File: config.mk
export PLATFORM = sky130hd
export DESIGN_NAME = prog_loader
export DESIGN_NICKNAME = d
export VERILOG_FILES = /design/src/rtl/prog_loader.sv
export SDC_FILE = /design/constraint.sdc
export NUM_CORES = 1
export LEC_CHECK = 0
export ABC_AREA = 1
export CORE_MARGIN = 4
export CORE_UTILIZATION = 40
export CTS_CLUSTER_DIAMETER = 40
export DETAILED_ROUTE_END_ITERATION = 6
export PLACE_DENSITY = 0.71
export SLEW_MARGIN = 10
export SYNTH_ARGS = -nofsm -noshare
export SYNTH_HDL_FRONTEND = slang
export SYNTH_SLANG_ARGS = --single-unit
File: constraint.sdc
create_clock -name CLK -period 1.85 [get_ports CLK]
set_clock_uncertainty 0.1 [all_clocks]
set_input_delay 0.2775 -clock CLK [delete_from_list [all_inputs] [get_ports CLK]]
set_output_delay 0.2775 -clock CLK [all_outputs]
set_load 0.1 [all_outputs]
File: src/rtl/prog_loader.sv
// prog_loader: byte-stream boot loader that assembles 32-bit words and writes them into program/data memory.
// Optional trailing XOR checksum byte per frame when PROG_LOADER_CHECKSUM_EN is defined.
module prog_loader #(
    parameter int ADDR_W    = 10,
    parameter int DATA_W    = 32,
    parameter int MAX_WORDS = 1024
) (
    input  logic              CLK,
    input  logic              RSTn,
    input  logic              EN,
    input  logic              IN_VALID,
    input  logic [7:0]        IN_DATA,
    output logic              IN_READY,
    output logic              PROG_CTRL,
    output logic [ADDR_W-1:0] PROG_ADDR,
    output logic [DATA_W-1:0] PROG_DATA,
    output logic              DATA_CTRL,
    output logic [ADDR_W-1:0] DATA_ADDR,
    output logic [DATA_W-1:0] DATA_DATA,
    output logic              START,
    output logic              BUSY,
    output logic              ERR
);
    typedef enum logic [2:0] {IDLE, CNT_LO, CNT_HI, PAYLOAD, WRITE, CHECK, DONE} state_t;
    localparam logic [7:0] TAG_P = 8'h50;
    localparam logic [7:0] TAG_D = 8'h44;
    localparam logic [7:0] TAG_G = 8'h47;
`ifdef PROG_LOADER_CHECKSUM_EN
    localparam state_t END_ST = CHECK;
`else
    localparam state_t END_ST = IDLE;
`endif
    state_t              state_q, state_d;
    logic                is_prog_q, is_prog_d;
    logic [15:0]         cnt_q, cnt_d;
    logic [15:0]         widx_q, widx_d;
    logic [1:0]          byte_q, byte_d;
    logic [DATA_W-1:0]   word_q, word_d;
    logic                err_q, err_d;
    logic                rdy_q;
    logic [ADDR_W-1:0]   prog_addr_q, prog_addr_d, data_addr_q, data_addr_d;
    logic [DATA_W-1:0]   prog_data_q, prog_data_d, data_data_q, data_data_d;
    logic [15:0]         n;
    logic                acc;
`ifdef PROG_LOADER_CHECKSUM_EN
    logic [7:0]          chk_q, chk_d;
`endif

    assign IN_READY  = rdy_q & EN & (state_q != WRITE) & (state_q != DONE);
    assign PROG_CTRL = EN & (state_q == WRITE) & is_prog_q;
    assign DATA_CTRL = EN & (state_q == WRITE) & ~is_prog_q;
    assign PROG_ADDR = prog_addr_q;
    assign PROG_DATA = prog_data_q;
    assign DATA_ADDR = data_addr_q;
    assign DATA_DATA = data_data_q;
    assign START     = state_q == DONE;
    assign BUSY      = state_q != IDLE;
    assign ERR       = err_q;
    assign acc       = IN_VALID & IN_READY;
    assign n         = {IN_DATA, cnt_q[7:0]};

    always_comb begin
        state_d     = state_q;
        is_prog_d   = is_prog_q;
        cnt_d       = cnt_q;
        widx_d      = widx_q;
        byte_d      = byte_q;
        word_d      = word_q;
        err_d       = err_q;
        prog_addr_d = prog_addr_q;
        prog_data_d = prog_data_q;
        data_addr_d = data_addr_q;
        data_data_d = data_data_q;
`ifdef PROG_LOADER_CHECKSUM_EN
        chk_d       = chk_q;
`endif
        if (EN) begin
            case (state_q)
                IDLE: if (acc) begin
                    byte_d = 2'd0;
                    widx_d = 16'd0;
`ifdef PROG_LOADER_CHECKSUM_EN
                    chk_d  = 8'd0;
`endif
                    if (IN_DATA == TAG_P || IN_DATA == TAG_D) begin
                        is_prog_d = IN_DATA == TAG_P;
                        state_d   = CNT_LO;
                    end else if (IN_DATA == TAG_G) begin
                        state_d = DONE;
                    end else begin
                        err_d = 1'b1;
                    end
                end
                CNT_LO: if (acc) begin
                    cnt_d   = {cnt_q[15:8], IN_DATA};
                    state_d = CNT_HI;
                end
                CNT_HI: if (acc) begin
                    cnt_d = n;
                    if (n == 16'd0) begin
                        state_d = END_ST;
                    end else if ({1'b0, n} > 17'(MAX_WORDS)) begin
                        err_d   = 1'b1;
                        state_d = IDLE;
                    end else begin
                        state_d = PAYLOAD;
                    end
                end
                PAYLOAD: if (acc) begin
                    // little-endian: shifting right leaves the first byte in the low lane
                    word_d = {IN_DATA, word_q[DATA_W-1:8]};
                    byte_d = byte_q + 2'd1;
`ifdef PROG_LOADER_CHECKSUM_EN
                    chk_d  = chk_q ^ IN_DATA;
`endif
                    if (byte_q == 2'd3) begin
                        state_d = WRITE;
                        if (is_prog_q) begin
                            prog_addr_d = widx_q[ADDR_W-1:0];
                            prog_data_d = word_d;
                        end else begin
                            data_addr_d = widx_q[ADDR_W-1:0];
                            data_data_d = word_d;
                        end
                    end
                end
                WRITE: begin
                    widx_d  = widx_q + 16'd1;
                    state_d = (widx_d == cnt_q) ? END_ST : PAYLOAD;
                end
`ifdef PROG_LOADER_CHECKSUM_EN
                CHECK: if (acc) begin
                    err_d   = err_q | (IN_DATA != chk_q);
                    state_d = IDLE;
                end
`endif
                DONE: state_d = DONE;
                default: state_d = IDLE;
            endcase
        end
    end

    always_ff @(posedge CLK or negedge RSTn) begin
        if (!RSTn) begin
            state_q     <= IDLE;
            is_prog_q   <= 1'b0;
            cnt_q       <= '0;
            widx_q      <= '0;
            byte_q      <= '0;
            word_q      <= '0;
            err_q       <= 1'b0;
            rdy_q       <= 1'b0;
            prog_addr_q <= '0;
            prog_data_q <= '0;
            data_addr_q <= '0;
            data_data_q <= '0;
`ifdef PROG_LOADER_CHECKSUM_EN
            chk_q       <= '0;
`endif
        end else begin
            state_q     <= state_d;
            is_prog_q   <= is_prog_d;
            cnt_q       <= cnt_d;
            widx_q      <= widx_d;
            byte_q      <= byte_d;
            word_q      <= word_d;
            err_q       <= err_d;
            rdy_q       <= 1'b1;
            prog_addr_q <= prog_addr_d;
            prog_data_q <= prog_data_d;
            data_addr_q <= data_addr_d;
            data_data_q <= data_data_d;
`ifdef PROG_LOADER_CHECKSUM_EN
            chk_q       <= chk_d;
`endif
        end
    end
endmodule

# --- After elaboration in Yosys (flattened, before gate mapping) ---
# Index checks and enable logic that the tools add are counted.
totals:
  word_cells: 91
  reg_bits: 156
  in_bits: 12
classes:
  order_cmp: 1
  add_sub_neg: 2
  reduce_logical: 17
  n_eq_ne: 22
  muxes: 26
  n_bitwise: 10
ops:
  columns: ["operator", "count"]
  rows:
  - ["16-bit one-hot mux with 2 select lines", 2]
  - ["16-bit 2-to-1 mux", 2]
  - ["8-bit by 7-bit == test with 1-bit output (second input constant)", 3]
  - ["3-bit 2-to-1 mux", 7]
  - ["2-bit inequality test (second input constant)", 9]
  - ["3-bit one-hot mux with 6 select lines", 1]
  - ["16-bit by 1-bit adder with 16-bit output (second input constant)", 1]
  - ["16-bit == test", 1]
  - ["16-bit by 11-bit greater-than comparator with 1-bit output (second input constant)", 1]
  - ["16-bit logical NOT", 1]
  - ["4-bit AND reduction", 4]
  - ["2-bit 2-to-1 mux", 5]
  - ["5-bit AND reduction", 2]
  - ["3-bit inequality test (second input constant)", 3]
  - ["8-bit 2-to-1 mux", 1]
  - ["8-bit AND reduction", 1]
  - ["1-bit bitwise AND", 7]
  - ["7-bit AND reduction", 1]
  - ["3-bit by 2-bit == test with 1-bit output (second input constant)", 2]
  - ["3-bit == test (second input constant)", 2]
  - ["1-bit 2-to-1 mux", 6]
  - ["3-bit AND reduction", 2]
  - ["2-bit nonzero test", 3]
  - ["2-bit one-hot mux with 2 select lines", 1]
  - ["other kinds (8)", 10]

# --- Logic depth before layout (Yosys ltp) ---
logic_depth:
  word_depth: 6
  depth_mapped: 16

# --- Least setup slack after synthesis ---
# No wires, ideal clock.
synth_path:
  kind: "reg-to-reg"
  from: "register state_q[1]"
  to: "register data_data_q[12] (netlist: DATA_DATA[12])"
  path_slack_ps: -1434
  stages_incl_launch_ff: 11
  period_less_slack_ps: 3284
  required_time_ps: 1676
  arrival_ps: 3110
  setup_ps: 74
  cell_sequence: "dfrtp_1 -> inv_1 -> nor3_2 -> nor3_4 -> nand2_4 -> nor2_8 -> nand3_2 -> buf_6 -> buf_6 -> nand2_2 -> o21ai_2"
synth_between:
  elab_chain_len: 5
  word_cells_on_any_way: 7
  classes_between: "eq/ne: 3; bitwise: 3; reduce/logical: 1"
synth_rtl:
  columns: ["element", "line", "rtl"]
  rows:
  - ["start, declared", "33", "state_t state_q, state_d;"]
  - ["start signal, assigned", "161", "state_q <= state_d;"]
  - ["3-bit inequality test", "49", "assign IN_READY = rdy_q & EN & (state_q != WRITE) & (state_q != DONE);"]
  - ["1-bit bitwise AND", "49", null]
  - ["1-bit bitwise AND *", "49", null]
  - ["net IN_READY", "13", "output logic IN_READY,"]
  - ["1-bit bitwise AND *", "59", "assign acc = IN_VALID & IN_READY;"]
  - ["5-bit AND reduction (no line) *", null, null]
  - ["end signal, assigned", "172", "data_data_q <= data_data_d;"]
  - ["end, declared", "42", "logic [DATA_W-1:0] prog_data_q, prog_data_d, data_data_q, data_data_d;"]
# The timed path passes the listed nets; every way through them passes the cells marked *.
# A chain may end at the register's enable or synchronous reset.

# --- Final worst setup path ---
layout_path:
  from: "register state_q[2]"
  to: "register state_q[2]"
layout_between:
  elab_chain_len: 6
  word_cells_on_any_way: 19
  classes_between: "eq/ne: 13; mux: 1; bitwise: 3; reduce/logical: 2"
layout_rtl:
  columns: ["element", "line"]
  rows:
  - ["3-bit inequality test", "49"]
  - ["1-bit bitwise AND (2 in series)", "49"]
  - ["1-bit bitwise AND", "59"]
  - ["2-bit inequality test (no line)", null]
  - ["7-bit AND reduction (no line)", null]
# Parallel ways exist; a longest one is shown, timed or not.

==> out/results.txt <==
Initial antenna violation count: 0
GRT met3 Usage: 4.35%
Ys Warns: 0
Reg2reg path depth: 13
Drt first pass iters: 5
Clock Sink Count: 148
Share of cells above drive strength 1: 46.3%
Synth area leaders: dfrtp_1 57%, nand2_1 12%, o21ai_0 7.0%
Worst setup SP type: flip-flop
Syn Area/Cell: 8.91 um^2
Placed Area: 9180 um^2
Non-filler cells in the finished layout: 1,180
H-tree Lvls: 4
Gr usage total: 19.7%
Setup WS pre-CTS: -0.258 ns
Most common cell in the netlist: nand2_1
Synth area leader: dfrtp_1
Power per cell area: 1010 nW/um^2
Max Root-Sink Buffers: 2
RSZ-0062 raised after global routing: yes
Slew Limit Fails: 0
Fmax: 450 MHz
Min Clock Period, post-route: 2.22 ns
VDD IR max: 0.827 mV
Yosys reg bits: 148
Cell variety after synth: 35
Max stage delay on crit path: 0.40 ns
First-pass GRT wire length: 28,600 um
Routed WL: 22,900 um
Combinational power share: 33.1%
Status: complete, but fails checks
Most crowded layer after global routing: met2
Residual DRC: 0
IO Pins: 102
Antenna Cells: 0
WP data required: 2.08 ns
CTS Buf Count: 17
Synth Instances: 729
Crit-path max FO: 4
Root Driver: clkbuf_16
Flop pwr share: 36.8%
Hold Slack: 0.233 ns
Min-Delay Path Class: in -> async
Max cap viols: 0
Area share of the largest cell type after synthesis: 57.0%
Clock Power Share: 30.1%
FF-to-FF Start: state_q[2]
Design Area, Final: 11,600 um^2
# placed instances: 1,096
Core ar.: 15,900 um^2
Starting density of the core: 40.9%
Main synth FF type: dfrtp_1
Setup slack, reg-to-reg: -0.37 ns
Failing checks: negative setup slack
Post-synth top cells: 200 x nand2_1, 148 x dfrtp_1, 91 x o21ai_0
Die H: 135 um
Final ANT Viol Nets: 0
Fin util: 72.8%
CP arrival: 2.45 ns
Critical path type: reg -> reg
Final setup margin: -0.372 ns
Met1 GRT Util: 27.4%
Final Hold Fails: 0
Setup violations, final: 148
Ys async rst share: 100%
Switching Share: 35.7%
Worst path cell trace: inv_2 > nor3_4 > buf_6 > nor3_4 > buf_6 > nand2_8 > buf_12 > buf_4 > a21oi_2 > nand2_2 > inv_2 > o21ai_0 > o21ai_1
Number of global-route vias before repair: 5,675
Worst Setup SP: state_q[2]
Critical Path Sink Type: flip-flop
CP max stage cell: dfrtp_1
Clock transition at path regs: 0.06 ns
Total congestion overflow: 0
Initial DRC Count: 747
Clk_lat worst skew: 0.42 ns
Sum Neg Setup Slack: -29.65 ns
Die W: 135 um
Crit path capture: state_q[2]
P_sw: 4.16 mW
Fin nets: 966
Internal power: 7.50 mW
Relative slew slack: 64.1%
CTS tree: built
Total number of vias: 6,326
Layout area overhead: 77.8%
EDFF count, synth: 0
Worst r2r dst: state_q[2]
Largest net degree at the start of global routing: 65
Worst Tran Pin Value: 0.538 ns
Routability congestion estimate: 0.911
Sequential fraction of the synthesis area: 57.0%
DR WL/cell: 19.4 um
Lkg Pwr: 5.20 nW
IO buf count: 101
Total power: 11.7 mW
Synthesized area: 6500 um^2
Crit share post-route: 120%
Hpwl dp: 12,200 um
Die Footprint: 18,400 um^2
GR Util met2: 30.3%
Vias/cell: 5.36
Standard-cell row count: 46
Syn Nets: 743
[kinds of logic after synthesis]
group           Yosys count  synth area share [%]
flops                   148                  57.0
buf+inv                 105                  7.66
compound gates          159                  13.2
fa+ha+maj                 2                 0.385
other cells               1                0.0577
xor+xnor                  6                 0.809
simple gates            308                  20.9
[routing by layer]
layer  share of wire [%]  wire length, um
met1                  40             9240
met2                  50            11500
met3                 6.5             1490
met4                 3.2              730
met5                   0                0
[power groups by stage]
stage | clock network, mW | logic, mW | registers [mW]
floorplan | 0 | 1.76 | 4.22
global placement | 0 | 2.91 | 4.24
detailed placement | 0 | 2.97 | 4.25
CTS | 3.52 | 3.25 | 4.22
global route | 3.67 | 4.17 | 4.35
finish | 3.51 | 3.85 | 4.29
[critical path: cells and delay by family (launching register included)]
kind / cells / cell delay [ns]
buffers and inverters: 6 / 0.73
and+or+nand+nor: 4 / 0.47
AOI/OAI and AO/OA: 3 / 0.42
DFF: 1 / 0.40
[what timing repair did]
| action | in CTS | in global routing |
|---|---|---|
| pin swaps | 12 | 14 |
| setup endpoints to repair | 26 | 144 |
| hold buffers | 1 | 0 |
| hold endpoints to repair | 35 | 0 |
| cloned | 0 | 26 |
| resized for setup | 38 | 250 |
| setup buffers | 10 | 21 |
[placed cells by master (no fill, tap or decap), drive strengths merged, types with 5 or more instances in the layout]
cell type        n
nand2          212
nand3           42
buf            205
nor2            32
nand4            8
o22ai           13
clkdlybuf4s50   10
inv             79
o21ai          139
dfrtp          148
xor2             5
clkbuf          38
nor3             9
[sequential cells by signal, summed over array words and instances (netlist names), 2 cells and up]
register   flops
DATA_ADDR     10
DATA_DATA     32
PROG_ADDR     10
PROG_DATA     32
byte_q         2
cnt_q         16
state_q        3
widx_q        16
word_q        24
[how the worst min path moves through the flow]
stage	to	depth (start not counted)
floorplan	DATA_ADDR[0]	0
global placement	DATA_DATA[21]	1
detailed placement	DATA_DATA[21]	1
CTS	DATA_DATA[21]	2
global route	DATA_DATA[21]	2
finish	DATA_DATA[21]	2
[final cells by class]
cell class / instances / area (um^2)
clock buffer: 23 / 468
sequential: 148 / 3710
inverter: 78 / 293
timing repair buffer: 231 / 3460
clock inverter: 8 / 125
tap: 216 / 270
fill: 958 / 4330
multi-input combinational: 476 / 3240
(Power assumes the default switching activity.)
